===== src/rtl/mux_arb_pkg.sv =====
// mux_arb_pkg: shared types and constants for the 2:1 round-robin arbiter.
//   arb_state_e : arbiter FSM states (IDLE, GRANT0, GRANT1)
//   SEL_REQ0/1  : mux select values for requester 0 / requester 1
//   other_req() : the requester that is not the given one
package mux_arb_pkg;

    typedef enum logic [1:0] {
        ST_IDLE   = 2'd0,
        ST_GRANT0 = 2'd1,
        ST_GRANT1 = 2'd2
    } arb_state_e;

    localparam logic SEL_REQ0 = 1'b0;
    localparam logic SEL_REQ1 = 1'b1;

    function automatic logic other_req(input logic req);
        return (req == SEL_REQ0) ? SEL_REQ1 : SEL_REQ0;
    endfunction

endpackage


===== src/rtl/mux2to1_vec.sv =====
// mux2to1_vec: plain combinational 2:1 vector multiplexer.
//   in0_i / in1_i : candidate vectors (WIDTH bits)
//   sel_i         : 0 selects in0_i, 1 selects in1_i
//   out_o         : selected vector
module mux2to1_vec #(
    parameter int unsigned WIDTH = 8
) (
    input  logic [WIDTH-1:0] in0_i,
    input  logic [WIDTH-1:0] in1_i,
    input  logic             sel_i,
    output logic [WIDTH-1:0] out_o
);

    always_comb begin
        out_o = in0_i;
        if (sel_i) begin
            out_o = in1_i;
        end
    end

endmodule


===== src/rtl/mux2to1_rr_arbiter.sv =====
// mux2to1_rr_arbiter: packet-granular round-robin arbiter sharing one
// downstream valid/ready channel between two requesters.
//   clk, rst               : clock, synchronous active-high reset
//   valid0/1, data0/1,
//   last0/1                : upstream beats from requester 0/1
//   ready0/1               : beat accepted from requester 0/1
//   out_valid, out_data,
//   out_last, out_ready    : downstream channel (data/last muxed by sel)
//   sel                    : current mux select (holds through IDLE)
//   busy                   : a grant is held
// Compile option MUX_ARB_BURST_LIMIT_EN: when defined, a grant is also
// released after MAX_BURST accepted beats even without last.
module mux2to1_rr_arbiter
    import mux_arb_pkg::*;
#(
    parameter int unsigned DATA_WIDTH = 8,
    parameter int unsigned MAX_BURST  = 4
) (
    input  logic                  clk,
    input  logic                  rst,
    input  logic                  valid0,
    input  logic [DATA_WIDTH-1:0] data0,
    input  logic                  last0,
    input  logic                  valid1,
    input  logic [DATA_WIDTH-1:0] data1,
    input  logic                  last1,
    output logic                  ready0,
    output logic                  ready1,
    output logic                  out_valid,
    output logic [DATA_WIDTH-1:0] out_data,
    output logic                  out_last,
    input  logic                  out_ready,
    output logic                  sel,
    output logic                  busy
);

    arb_state_e state_q, state_d;
    logic       sel_q, sel_d;
    logic       rr_ptr_q, rr_ptr_d;
    logic       beat_acc;
    logic       beat_last;
    logic       burst_hit;

`ifdef MUX_ARB_BURST_LIMIT_EN
    localparam int unsigned CNT_W = $clog2(MAX_BURST + 1);
    logic [CNT_W-1:0] burst_cnt_q, burst_cnt_d;
`endif

    logic [DATA_WIDTH:0] mux_out;

    mux2to1_vec #(
        .WIDTH (DATA_WIDTH + 1)
    ) u_mux (
        .in0_i (({last0, data0})),
        .in1_i (({last1, data1})),
        .sel_i (sel_q),
        .out_o (mux_out)
    );

    assign {out_last, out_data} = mux_out;
    assign sel  = sel_q;
    assign busy = (state_q != ST_IDLE);

    always_comb begin
        state_d   = state_q;
        sel_d     = sel_q;
        rr_ptr_d  = rr_ptr_q;
        out_valid = 1'b0;
        ready0    = 1'b0;
        ready1    = 1'b0;
        beat_last = 1'b0;
        burst_hit = 1'b0;
`ifdef MUX_ARB_BURST_LIMIT_EN
        burst_cnt_d = burst_cnt_q;
`endif

        unique case (state_q)
            ST_IDLE: begin
                if (valid0 && valid1) begin
                    sel_d   = rr_ptr_q;
                    state_d = (rr_ptr_q == SEL_REQ1) ? ST_GRANT1 : ST_GRANT0;
                end else if (valid0) begin
                    sel_d   = SEL_REQ0;
                    state_d = ST_GRANT0;
                end else if (valid1) begin
                    sel_d   = SEL_REQ1;
                    state_d = ST_GRANT1;
                end
            end
            ST_GRANT0: begin
                out_valid = valid0;
                ready0    = out_ready;
                beat_last = last0;
            end
            ST_GRANT1: begin
                out_valid = valid1;
                ready1    = out_ready;
                beat_last = last1;
            end
            default: begin
                state_d = ST_IDLE;
            end
        endcase

        // Accept is evaluated before the reset mask below: reset wins in
        // the register stage anyway, so this only feeds next-state logic.
        beat_acc = out_valid & out_ready;

        if (beat_acc) begin
`ifdef MUX_ARB_BURST_LIMIT_EN
            burst_hit   = (burst_cnt_q == CNT_W'(MAX_BURST - 1));
            burst_cnt_d = burst_cnt_q + 1'b1;
`endif
            if (beat_last || burst_hit) begin
                state_d  = ST_IDLE;
                rr_ptr_d = other_req(sel_q);
`ifdef MUX_ARB_BURST_LIMIT_EN
                burst_cnt_d = '0;
`endif
            end
        end

        if (rst) begin
            out_valid = 1'b0;
            ready0    = 1'b0;
            ready1    = 1'b0;
        end
    end

    always_ff @(posedge clk) begin
        if (rst) begin
            state_q  <= ST_IDLE;
            sel_q    <= SEL_REQ0;
            rr_ptr_q <= SEL_REQ0;
        end else begin
            state_q  <= state_d;
            sel_q    <= sel_d;
            rr_ptr_q <= rr_ptr_d;
        end
    end

`ifdef MUX_ARB_BURST_LIMIT_EN
    always_ff @(posedge clk) begin
        if (rst) begin
            burst_cnt_q <= '0;
        end else begin
            burst_cnt_q <= burst_cnt_d;
        end
    end
`endif

    // A zero burst limit would never let a grant make progress.
    always_ff @(posedge clk) begin
        assert (MAX_BURST >= 1);
    end

endmodule


===== config.mk =====
export PLATFORM = sky130hd
export DESIGN_NAME = mux2to1_rr_arbiter
export DESIGN_NICKNAME = d
export VERILOG_FILES = /design/src/rtl/mux_arb_pkg.sv /design/src/rtl/mux2to1_vec.sv /design/src/rtl/mux2to1_rr_arbiter.sv
export SDC_FILE = /design/constraint.sdc
export NUM_CORES = 1
export LEC_CHECK = 0
export ABC_CLOCK_PERIOD_IN_PS = 3080
export CELL_PAD_IN_SITES_DETAIL_PLACEMENT = 2
export CELL_PAD_IN_SITES_GLOBAL_PLACEMENT = 2
export CORE_MARGIN = 2
export CORE_UTILIZATION = 17
export DETAILED_ROUTE_END_ITERATION = 10
export HOLD_SLACK_MARGIN = 0.1
export PLACE_DENSITY_LB_ADDON = 0.3
export RECOVER_POWER = 50
export SETUP_SLACK_MARGIN = 0.5
export SKIP_LAST_GASP = 1
export SLEW_MARGIN = 30
export SYNTH_ARGS = -nofsm -noshare
export SYNTH_HDL_FRONTEND = slang
export SYNTH_HIERARCHICAL = 1
export SYNTH_SLANG_ARGS = --single-unit

===== constraint.sdc =====
create_clock -name clk -period 3.08 [get_ports clk]
set_clock_uncertainty 0.1 [all_clocks]
set_input_delay 0.308 -clock clk [delete_from_list [all_inputs] [get_ports clk]]
set_output_delay 0.308 -clock clk [all_outputs]
set_load 0.01 [all_outputs]

### Word level (Yosys, flattened, before mapping)

Index checks and enable logic that the tools add are counted.

* flip-flop bits (word level): 4
* input port bits: 23
* output and inout bits: 14

* equality and inequality tests: 2
* reductions and logical operators: 7
* bitwise operators: 1
* multiplexer cells: 19

Operators by type and width (count)
* 2-bit two-way mux: 6
* 1-bit two-way mux: 9
* 9-bit two-way mux: 1
* 1-bit case mux with 2 select lines: 2
* 2-bit case mux with 2 select lines: 1
* 2-bit AND reduction: 2
* 3-bit nonzero test: 1
* 2-bit by 1-bit equality test with 1-bit output (second input constant): 1
* 2-bit equality test (second input constant): 1
* 2-bit logical NOT: 1
* 2-bit nonzero test: 1
* 2-bit OR reduction: 1
* 1-bit bitwise AND: 1
* 1-bit logical AND: 1

### Logic depth before layout (Yosys ltp)

* depth after elaboration: 6
* depth in mapped cells: 5

### Cells and area by module

The synthesis kept the hierarchy.

Modules (own cells, without submodules)
* mux2to1_rr_arbiter: seq. area each 80.1 sq um, cells an instance 29, area an instance 276.5 sq um, instances 1
* mux2to1_vec: seq. area each 0.0 sq um, cells an instance 10, area an instance 146.4 sq um, instances 1

### Worst setup path before layout

Ideal clock, no wire load.

* path type: reg-to-reg
* from: register state_q[1]
* to: register rr_ptr_q
* library setup time: 0.121 ns
* slack: 1.569 ns
* path buffers: 0
* stages on the path, launching flop included: 6
* clock period less this slack: 1.511 ns
* required time: 2.859 ns
* arrival: 1.290 ns
* cells stage by stage: dfxtp_1 -> inv_1 -> ha_1 -> a22oi_1 -> and4bb_4 -> mux2_4

* longest elaborated chain between the ends: 4

Ends and longest elaborated chain
* start: declaration: line mux2to1_rr_arbiter.sv:37 `arb_state_e state_q, state_d;`
* start signal: assignment: line mux2to1_rr_arbiter.sv:136 `state_q <= state_d;`
* 2-bit equality test or 2-bit by 1-bit equality test with 1-bit output (tied branches): line mux2to1_rr_arbiter.sv:77 `unique case (state_q)`
* 1-bit case mux with 2 select lines: line mux2to1_rr_arbiter.sv:77
* 1-bit bitwise AND: line mux2to1_rr_arbiter.sv:107 `beat_acc = out_valid & out_ready;`
* 2-bit AND reduction (no line) *
* end signal: assignment: line mux2to1_rr_arbiter.sv:138 `rr_ptr_q <= rr_ptr_d;`
* end: declaration: line mux2to1_rr_arbiter.sv:39 `logic rr_ptr_q, rr_ptr_d;`

Mark *: on every way between the ends. The rest lies on a longest branch, timed or not.
A chain may end at the register's enable or synchronous reset.

### Worst setup path in the final report

* from: register sel_q (netlist: sel)
* to: output port out_data[5]

* longest elaborated chain between the ends: 1

Ends and longest elaborated chain
* start: declaration: line mux2to1_rr_arbiter.sv:38 `logic sel_q, sel_d;`
* start signal: assignment: line mux2to1_rr_arbiter.sv:137 `sel_q <= sel_d;`
* 9-bit two-way mux: line mux2to1_vec.sv:16 `if (sel_i) begin`
* end: declaration: line mux2to1_rr_arbiter.sv:30 `output logic [DATA_WIDTH-1:0] out_data,`

No other way between the ends.

==> summary.txt <==
Timing
  – Worst-margin pin slew: 0.659 ns
  – RSZ-0062 raised after global routing: false
  – Final Max Slew Viols: 0
  – Final setup violation count: 0
  – Crit share post-route: 76.0%
  – Max Freq: 427 MHz
  – Setup tns final: 0 ns
  – Min Tclk post-route: 2.34 ns
  – Hold Vio Cnt, Final: 0
  – Setup ws final: 0.738 ns
  – Rel. slew slack: 56.0%

Synthesis
  – Post-synthesis mux area share: 35.5%
  – YS warnings: 6
  – Commonest cells post-synth: mux2_4 (10), dfxtp_1 (4), ha_1 (3), inv_1 (3), nand2_1 (3)
  – Compound-gate portion of the synthesized area: 12.4%
  – Most common cell in the synthesized netlist: mux2_4
  – Post-synth EDFFs: 0
  – Register area share after synthesis: 18.9%
  – Largest area contributor in the netlist: mux2_4
  – Area contributors post-synth: mux2_4 (36%), dfxtp_1 (19%), ha_1 (8.9%)
  – Post-Synth XOR/XNOR Area: 0%
  – Yosys cell types: 19
  – Fraction of registers with async set or reset after synthesis: 0%
  – Main combinational cell family by area after synthesis: multiplexers
  – Seq cells post-synth: 4
  – Adder-Cell Fraction of Synth Area: 8.88%
  – Synth Area per Inst: 10.8 um^2
  – Post-synthesis net count: 65
  – Syn Inst Count: 39
  – Simple-gate share of the synthesized area: 18.9%
  – Synth Cell Area: 423 um^2
  – Primary FF master, synth: dfxtp_1
  – Post-synth top area share: 35.5%

Flow run
  – Max Cap Violations: 0

Place
  – Gpl congestion: 0.748
  – Port buffer count: 36
  – Setup WS pre-CTS: 0.959 ns
  – Final HPWL from detailed placement: 1.22 mm

Power and ir drop
  – Sw frac: 29.8%
  – Leakage dissipation: 0.345 nW
  – Power Density: 309 nW/um^2
  – Part of the power in the clock network: 28.2%
  – Power share of the combinational group: 46.5%
  – Cell Int Power: 179 uW
  – Max VDD drop: 0.130 mV
  – Sequential power share: 25.3%
  – Switching power: 75.8 uW

Route
  – DRT Pass-1 Iters: 1
  – DR DRC count: 0
  – Vias/cell: 4.50
  – Post-DRT Antenna Nets: 0
  – Wirelength per Cell: 13.7 um
  – Initial DRC Count: 0
  – Detailed Route WL: 1.47 mm
  – Vias: 482

Clock tree
  – Cts hold-fix bufs: 0
  – H-tree levels: 1
  – Clock latency on the worst-skew pair: 0.25 ns
  – Worst-path clk slew: 0.04 ns
  – Root buffer cell: clkbuf_4
  – Cts bufs inserted: 3
  – Post-CTS setup buffers: 0
  – Clk buf depth: 2
  – Resized Gates After CTS: 0
  – CTS tree: done
  – Clock sink total: 4

Die
  – I/O Pins: 37
  – Full die area: 2900 um^2
  – Die Width: 53.9 um
  – Core ar.: 2410 um^2
  – Die H: 53.9 um
  – FP Rows: 18
  – Initial Utilization: 17.5%

Critical path
  – Worst r2r dst: rr_ptr_q$_SDFFE_PP0P_
  – CP Class: reg2out
  – Worst EP arrival: 1.93 ns
  – CP max FO: 12
  – FF-to-FF setup slack: 1.40 ns
  – CP required: 2.67 ns
  – Worst setup EP type: primary output
  – Crit start category: flip-flop
  – Critical R2R Launch: state_q[1]$_SDFF_PP0_
  – Worst Reg-to-Reg Cells: 5

Worst hold path
  – Hold Crit Start: state_q[1]$_SDFF_PP0_
  – Worst hold path class: reg2reg
  – Worst Hold Path EP: state_q[1]$_SDFF_PP0_
  – WHS Path Cells: 2

Run status
  – Status: finished, final reports clean

GRT
  – Largest net degree at the start of global routing: 13
  – Total gr overflow: 0
  – Gr usage total: 10.7%
  – Vias in the first global route: 510
  – Initial antenna violation count: 0
  – First-pass GRT wire length: 2.18 mm

Cells and area
  – Fin nets: 105
  – Synthesis-to-finish area growth: 95.0%
  – Ant. Diodes: 0
  – Fraction of layout cells with a size suffix above 1: 18.2%
## flip-flops by register name, summed over array words and instances, names as in the netlist
signal	flops
state_q	2
rr_ptr_q	1
sel	1
## power groups by stage
stage | Sequential, mW | Clock [mW] | Combinational, mW
final | 0.0644 | 0.0717 | 0.118
after global routing | 0.0654 | 0.0756 | 0.129
after CTS | 0.0648 | 0.0743 | 0.124
after detailed placement | 0.0657 | 0 | 0.123
after global placement | 0.0660 | 0 | 0.121
after floorplan | 0.0607 | 0 | 0.0591
## routing by layer
layer  GRT usage, %  share of wire [%]
met5              0                  0
met4           7.69                1.9
met3           3.06                 15
met2           19.5                 48
met1           9.97                 36
## worst max-delay path by stage
stage,start,end,slack (ns),cells after the start
5_1_grt,sel$_SDFFE_PP0P_,out_data[5],0.67,2
3_5_place_dp,valid1,out_valid,0.96,4
2_1_floorplan,state_q[1]$_SDFF_PP0_,rr_ptr_q$_SDFFE_PP0P_,1.57,5
3_3_place_gp,valid1,out_valid,0.99,4
6_report,sel$_SDFFE_PP0P_,out_data[5],0.74,2
4_1_cts,sel$_SDFFE_PP0P_,out_data[4],0.82,2
## metrics by stage
step	util [%]	hold WS, ns	cells	power, mW	cell area (um^2)
after global routing	34.2	0.424	107	0.270	825
final	34.2	0.392	107	0.255	825
after floorplan	-	0.280	39	0.120	423
after CTS	34.5	0.389	107	0.263	832
after global placement	33.6	0.376	104	0.187	810
after detailed placement	33.6	0.383	104	0.189	810
## critical path, stage by stage (launching register included)
cell and delay [ns]:
dfxtp_1 0.74, mux2_4 0.35, dlygate4sd3_1 0.61
## area by class of cell
| type | count | area, um^2 |
|---|---|---|
| multi-input combinational | 31 | 313 |
| sequential | 4 | 80.1 |
| inverter | 3 | 11.3 |
| clock buffer | 3 | 22.5 |
| timing repair buffer | 36 | 360 |
| fill | 264 | 1590 |
| tap | 30 | 37.5 |
## logic make-up (layout without fill, tap and decap cells)
kind of cell / count (synthesis) / in the layout
compound gates: 6 / 6
fa+ha+maj: 3 / 3
buf+inv: 4 / 42
flops: 4 / 4
mux: 10 / 10
simple gates: 12 / 12
## cell usage in the layout (no fill, tap or decap), types with 2 or more instances in the layout
cell type / count
inv_1: 3
dlygate4sd3_1: 5
a211oi_1: 2
mux2_4: 9
nand2_1: 3
nor2_1: 2
clkdlybuf4s50_1: 31
ha_1: 3
dfxtp_1: 4
clkbuf_4: 3
(Power assumes the default switching activity.)
